[config.mk]
export PLATFORM = sky130hd
export DESIGN_NAME = sr_ff_bank
export DESIGN_NICKNAME = d
export VERILOG_FILES = /design/src/rtl/sr_ff_bank.sv
export SDC_FILE = /design/constraint.sdc
export NUM_CORES = 1
export LEC_CHECK = 0
export ABC_AREA = 1
export BUFFER_PORTS_ARGS = -buffer_cell sky130_fd_sc_hd__buf_2
export CAP_MARGIN = 20
export CORE_MARGIN = 2
export CORE_UTILIZATION = 50
export CTS_CLUSTER_DIAMETER = 100
export DETAILED_ROUTE_END_ITERATION = 16
export HOLD_SLACK_MARGIN = 0.08
export PLACE_DENSITY = 0.89
export SLEW_MARGIN = 0
export SYNTH_ARGS = -nofsm -noshare
export SYNTH_HDL_FRONTEND = slang
export SYNTH_SLANG_ARGS = --single-unit
[constraint.sdc]
create_clock -name CLK -period 1.05 [get_ports CLK]
set_input_delay 0 -clock CLK [delete_from_list [all_inputs] [get_ports CLK]]
set_output_delay 0 -clock CLK [all_outputs]
set_load 0.01 [all_outputs]
[src/rtl/sr_ff_bank.sv]
// sr_ff_bank: multi-channel SR flip-flop bank with 2-flop button synchronisers and optional debounce.
// Define SR_FF_BANK_DEBOUNCE_EN to build the per-input debounce stage.
module sr_ff_bank #(
    parameter int                     CHANNELS        = 4,
    parameter int                     DEBOUNCE_CYCLES = 16,
    parameter bit                     SET_DOMINANT    = 1'b0,
    parameter logic [CHANNELS-1:0]    INIT            = '0
) (
    input  logic                CLK,
    input  logic                RST_N,
    input  logic [CHANNELS-1:0] BUT_S,
    input  logic [CHANNELS-1:0] BUT_R,
    output logic [CHANNELS-1:0] LED_Q,
    output logic [CHANNELS-1:0] LED_NQ,
    output logic [CHANNELS-1:0] CHANGED
);
    localparam int N = 2 * CHANNELS;

    if (CHANNELS < 1 || DEBOUNCE_CYCLES < 1) begin : g_bad_param
        $error("sr_ff_bank: CHANNELS and DEBOUNCE_CYCLES must be >= 1");
    end

    // Set buttons occupy the low half, reset buttons the high half.
    logic [N-1:0]        sync1_q, sync2_q, lvl;
    logic [CHANNELS-1:0] q_q, q_d, chg_q, s, r;

    always_ff @(posedge CLK or negedge RST_N) begin
        if (!RST_N) begin
            sync1_q <= '0;
            sync2_q <= '0;
        end else begin
            sync1_q <= {BUT_R, BUT_S};
            sync2_q <= sync1_q;
        end
    end

`ifdef SR_FF_BANK_DEBOUNCE_EN
    localparam int CW = $clog2(DEBOUNCE_CYCLES + 1);
    localparam logic [CW-1:0] LAST = CW'(DEBOUNCE_CYCLES - 1);

    logic [N-1:0]         deb_q, deb_d;
    logic [N-1:0][CW-1:0] cnt_q, cnt_d;

    always_comb begin
        deb_d = deb_q;
        cnt_d = '0;
        for (int i = 0; i < N; i++) begin
            if (sync2_q[i] != deb_q[i]) begin
                if (cnt_q[i] == LAST) deb_d[i] = sync2_q[i];
                else cnt_d[i] = cnt_q[i] + 1'b1;
            end
        end
    end

    always_ff @(posedge CLK or negedge RST_N) begin
        if (!RST_N) begin
            deb_q <= '0;
            cnt_q <= '0;
        end else begin
            deb_q <= deb_d;
            cnt_q <= cnt_d;
        end
    end

    assign lvl = deb_q;
`else
    assign lvl = sync2_q;
`endif

    assign s = lvl[CHANNELS-1:0];
    assign r = lvl[N-1:CHANNELS];

    // s&r resolves to SET_DOMINANT; neither button pressed holds.
    always_comb q_d = (s & (~r | {CHANNELS{SET_DOMINANT}})) | (~s & ~r & q_q);

    always_ff @(posedge CLK or negedge RST_N) begin
        if (!RST_N) begin
            q_q   <= INIT;
            chg_q <= '0;
        end else begin
            q_q   <= q_d;
            chg_q <= q_d ^ q_q;
        end
    end

    assign LED_Q   = q_q;
    assign LED_NQ  = ~q_q;
    assign CHANGED = chg_q;
endmodule

==> impl_metrics.csv, run 1 <==
group,metric,value,unit
final_layout,seq_area,601,um2
yosys,yosysMostFrequentCell,"dfrtp_1",
floorplan,core_area,1330,um2
final_layout,multi_input_area,103,um2
timing,whs,0.182,ns
yosys,yosysTopAreaCellShare,0.819,
yosys,avgSynthCellArea,14.1,um2
place,place_area,857,um2
place,gp_congestion,0.568,
status,status,"finished, final reports clean",
setup_path,slowest_delay,0.43,ns
floorplan,start_util,0.550,
flow_run,max_cap_violations,0,
timing,fin_crit_sh,0.880,
timing,hold_viol,0,
timing,tns,0,ns
setup_path,cp-end-kind,"output pin",
final_layout,syn_to_final_growth,32.3,%
setup_path,arrival,0.92,ns
place,place_hpwl,762,um
yosys,async_flop_share,1.00,
pwr,power_density,1570,nW/um2
timing,fmax,1.08,GHz
detailed_routing,via_per_inst,4.54,
final_layout,insertedDiodeCount,0,
final_layout,fin_area,970,um2
global_route,grt_overflow,0,
yosys,ys_seq_area_frac,0.819,
pwr,p_leak,0.509,nW
detailed_routing,drt_wl_total,1060,um
final_layout,finalNetCount,97,
timing,worst_pin_slew,0.496,ns
yosys,synth.largest_area_cell,"dfrtp_1",
cts,clk_latency,0.30,ns
global_route,grt_pass1_wl,1930,um
cts,cts_made_buffers,3,
yosys,ys_ff_latch,24,
final_layout,nFillCells,89,
yosys,yosys_warnings,0,
setup_path,worstPathMaxFanout,4,
cts,cts.sinks,24,
global_route,grt_use_total,0.156,
cts,tritoncts,"yes",
cts,cts_setup_buffers,0,
yosys,syn_inst,52,
floorplan,fp.dieW,42.3,um
cts,path_clk_slew,0.11,ns
global_route,grt_pass1_vias,459,
setup_path,crit_type,"flop to output pin",
final_layout,final_util,0.727,
detailed_routing,drtPass1Iterations,4,
setup_path,critPathLaunchType,"flop",
worst_hold_path,min_path_type,"primary input to async pin",
timing,setup_viol_count_final,0,
floorplan,rows,13,
cts,cts_root_buf,"clkbuf_4",
cts,cts.path.max_buffers,2,
detailed_routing,wire_per_inst,10.6,um
timing,period_needed,0.924,ns
setup_path,required,1.05,ns
detailed_routing,drt_iter0_markers,9,
floorplan,ioPinCount,22,
timing,maxSlewHeadroom,0.669,
timing,fin_ws,0.126,ns
global_route,antenna_found_initial,0,
timing,slew_violations,0,
yosys,synth_cell_types,8,
yosys,netlist_top_cells_count,"dfrtp_1, nor2_1, nand2_1",
timing,rsz0062_at_grt,"false",
final_layout,layout-drive-gt1-share,0.400,
setup_path,worstPathCellList,"inv_2, buf_2",
place,io_buffers,21,
yosys,synth_edf_count,0,
setup_path,crit_slowest_cell,"dfrtp_1",
floorplan,dieArea,1790,um2
detailed_routing,vias,454,
pwr,peakVddDrop,1.19,mV
global_route,grt_max_degree,25,
yosys,yosys-top-cells-area,"dfrtp_1, nand3_2, nor2_1",
timing,fin_skew,0.00321,ns
detailed_routing,drtAntennaViolNets,0,
place,post-place-ws,0.366,ns
yosys,synth_fp_nets,62,
cts,htree_levels,1,
yosys,netlist_area,733,um2
floorplan,die_h,42.3,um
detailed_routing,drc,0,
yosys,ys.flop_type,"dfrtp_1",
-- timing repair --
item                                   CTS  global route
endpoints found under the hold margin   32             0
hold buffers                             9             0
resized for setup                        0             0
-- cell families after synthesis --
family / Yosys count / share of synthesized area
flip-flops: 24 / 0.819
buffers and inverters: 8 / 0.0409
AND/OR/NAND/NOR: 20 / 0.140
-- worst max-delay path: cells and delay by family, from the launching register on --
family | cells | cell delay [ns]
buffers and inverters | 2 | 0.19
flip-flops | 1 | 0.43
-- sequential cells by signal, summed over array words and instances (netlist names) --
name and flops:
lvl 8, LED_Q 4, CHANGED 4, sync1_q 8
-- worst paths after layout --
kind	from	end	slack, ns	cells after the start
hold reg to reg	sync1_q[0]$_DFF_PN0_	lvl[0]$_DFF_PN0_	0.36	0
setup / recovery	LED_Q[1]$_DFF_PN0_	LED_NQ[1]	0.13	2
min in group CLK	BUT_R[3]	sync1_q[7]$_DFF_PN0_	0.33	2
hold / removal	RST_N	LED_Q[2]$_DFF_PN0_	0.18	2
max in group asynchronous	RST_N	CHANGED[1]$_DFF_PN0_	0.54	2
setup reg to reg	LED_Q[3]$_DFF_PN0_	LED_Q[3]$_DFF_PN0_	0.33	2
-- cells in the final DEF, fill, tap and decap left out --
| cell type | instances |
|---|---|
| nand2_1 | 5 |
| dlygate4sd3_1 | 9 |
| dfrtp_1 | 24 |
| inv_2 | 4 |
| nand2_2 | 3 |
| buf_2 | 21 |
| nand3_2 | 3 |
| nor2_1 | 8 |
| nand3_1 | 1 |
| clkbuf_4 | 3 |
| inv_1 | 4 |
-- metal layers --
layer / vias up / global-route usage / wire length, um
met5: - / 0 / 0
met4: 0 / 0.113 / 31
met3: 5 / 0.0388 / 50
met2: 15 / 0.262 / 587
met1: 210 / 0.169 / 391
li1: 224 / - / -
-- where the power goes --
group	leakage [nW]	switching, mW	internal (mW)	total (mW)
Combinational	0.208	0.0758	0.0728	0.149
Clock	0.0138	0.231	0.134	0.365
Sequential	0.287	0.0302	0.978	1.01
Total	0.509	0.337	1.18	1.52
-- final cells by class --
type,count,share of cell area
Timing Repair Buffer,30,0.201
Clock buffer,3,0.0232
Multi-Input combinational cell,20,0.106
Tap cell,15,0.0194
Inverter,8,0.0310
Sequential cell,24,0.619
-- through the flow --
step,power (mW),std cells
2_1_floorplan,1.08,52
3_3_place_gp,1.14,88
3_5_place_dp,1.15,88
4_1_cts,1.54,100
5_1_grt,1.62,100
6_report,1.52,100
Note: power is estimated with default switching activity, not from simulation.
==> run 2: changes to the inputs <==
- PLACE_DENSITY: 0.89 -> 0.79
- TNS_END_PERCENT: not set -> 10
==> impl_metrics.csv, run 2 (synthesized netlist as in run 1, its figures left out) <==
group,metric,value,unit
status,status,"finished, final reports clean",
final_layout,final_cell_mix,"dfrtp_1, buf_2, dlygate4sd3_1",
global_route,antenna_found_initial,0,
setup_path,critPathLaunchType,"flop",
final_layout,syn_to_final_growth,36.3,%
cts,cts.sinks,24,
cts,path_clk_slew,0.12,ns
cts,tritoncts,"yes",
cts,cts_root_buf,"clkbuf_4",
worst_hold_path,min_path_type,"primary input to async pin",
setup_path,required,1.05,ns
setup_path,worstPathMaxFanout,4,
setup_path,rrSetupSlack,0.31,ns
timing,whs,0.170,ns
pwr,power_density,1800,nW/um2
setup_path,arrival,0.95,ns
floorplan,fp.dieW,42.3,um
global_route,grt_overflow,0,
detailed_routing,drc,0,
detailed_routing,vias,459,
setup_path,worstReg2RegEnd,"LED_Q[1]$_DFF_PN0_",
global_route,grt_use_total,0.155,
timing,fin_ws,0.0972,ns
timing,period_needed,0.953,ns
detailed_routing,drt_wl_total,1080,um
cts,cts.path.max_buffers,2,
place,post-place-ws,0.330,ns
floorplan,ioPinCount,22,
global_route,grt_pass1_vias,477,
setup_path,cp-end-kind,"output pin",
cts,clk_latency,0.31,ns
detailed_routing,drtAntennaViolNets,0,
pwr,peakVddDrop,1.18,mV
final_layout,finalNetCount,97,
global_route,grt_max_degree,25,
cts,cts_made_buffers,3,
setup_path,crit_type,"flop to output pin",
detailed_routing,drt_iter0_markers,3,
timing,maxSlewHeadroom,0.673,
final_layout,insertedDiodeCount,0,
pwr,p_leak,0.523,nW
final_layout,layout-drive-gt1-share,0.407,
place,io_buffers,21,
timing,setup_viol_count_final,0,
cts,htree_levels,1,
flow_run,max_cap_violations,0,
setup_path,r2r-start,"LED_Q[1]$_DFF_PN0_",
floorplan,start_util,0.550,
setup_path,reg2reg_depth,2,
final_layout,final_util,0.750,
timing,fmax,1.05,GHz
floorplan,dieArea,1790,um2
detailed_routing,drtPass1Iterations,2,
pwr,total_power,1.80,mW
timing,worst_pin_slew,0.491,ns
place,place_hpwl,748,um
detailed_routing,via_per_inst,4.54,
timing,tns,0,ns
place,gp_congestion,0.612,
floorplan,core_area,1330,um2
final_layout,layout_commonest_cell,"dfrtp_1",
timing,rsz0062_at_grt,"false",
global_route,grt_pass1_wl,1970,um
timing,fin_skew,0.00181,ns
cts,cts-resized-gates,0,
floorplan,rows,13,
timing,fin_crit_sh,0.907,
timing,slew_violations,0,
timing,hold_viol,0,
detailed_routing,wire_per_inst,10.7,um
floorplan,die_h,42.3,um
-- run 2: power by group --
part | internal [mW] | leakage (nW) | switching, mW | total [mW]
combinational | 0.0728 | 0.208 | 0.0768 | 0.150
sequential | 0.978 | 0.287 | 0.0303 | 1.01
clock | 0.386 | 0.0279 | 0.259 | 0.644
total | 1.44 | 0.523 | 0.366 | 1.80
-- run 2: worst max-delay path by stage --
stage,from,to,slack (ns),cells past startpoint
2_1_floorplan,LED_Q[0]$_DFF_PN0_,CHANGED[0]$_DFF_PN0_,0.34,3
3_3_place_gp,LED_Q[2]$_DFF_PN0_,LED_Q[2]$_DFF_PN0_,0.40,2
3_5_place_dp,LED_Q[1]$_DFF_PN0_,LED_Q[1]$_DFF_PN0_,0.33,2
4_1_cts,LED_Q[1]$_DFF_PN0_,LED_NQ[1],0.09,2
5_1_grt,LED_Q[3]$_DFF_PN0_,LED_NQ[3],0.05,2
6_report,LED_Q[1]$_DFF_PN0_,LED_NQ[1],0.1,2
-- run 2: per-layer routing --
metal / vias up / GRT usage / part of all wire
met3: 5 / 0.0474 / 0.061
met1: 212 / 0.153 / 0.35
met5: - / 0 / 0
li1: 223 / - / -
met2: 19 / 0.283 / 0.54
met4: 0 / 0.0813 / 0.041
-- run 2: timing repair --
item,CTS,global route
hold buffers,9,0
setup buffers,0,0
endpoints found under the hold margin,32,0
-- run 2: per-stage QoR --
stage / area (um2) / instances
floorplan: 733 / 52
global placement: 857 / 88
detailed placement: 857 / 88
CTS: 1000 / 101
global route: 1000 / 101
finish: 1000 / 101
-- run 2: critical path, cell delays in order, from the launching register on --
cell	delay, ns
dfrtp_1	0.44
inv_2	0.08
buf_2	0.12
-- run 2: final cells by class --
| cell class | instances | area (um2) |
|---|---|---|
| fill | 92 | 334 |
| tap | 15 | 18.8 |
| clock inverter | 1 | 30.0 |
| sequential | 24 | 601 |
| inverter | 8 | 30.0 |
| multi-input combinational | 20 | 103 |
| clock buffer | 3 | 22.5 |
| timing repair buffer | 30 | 195 |
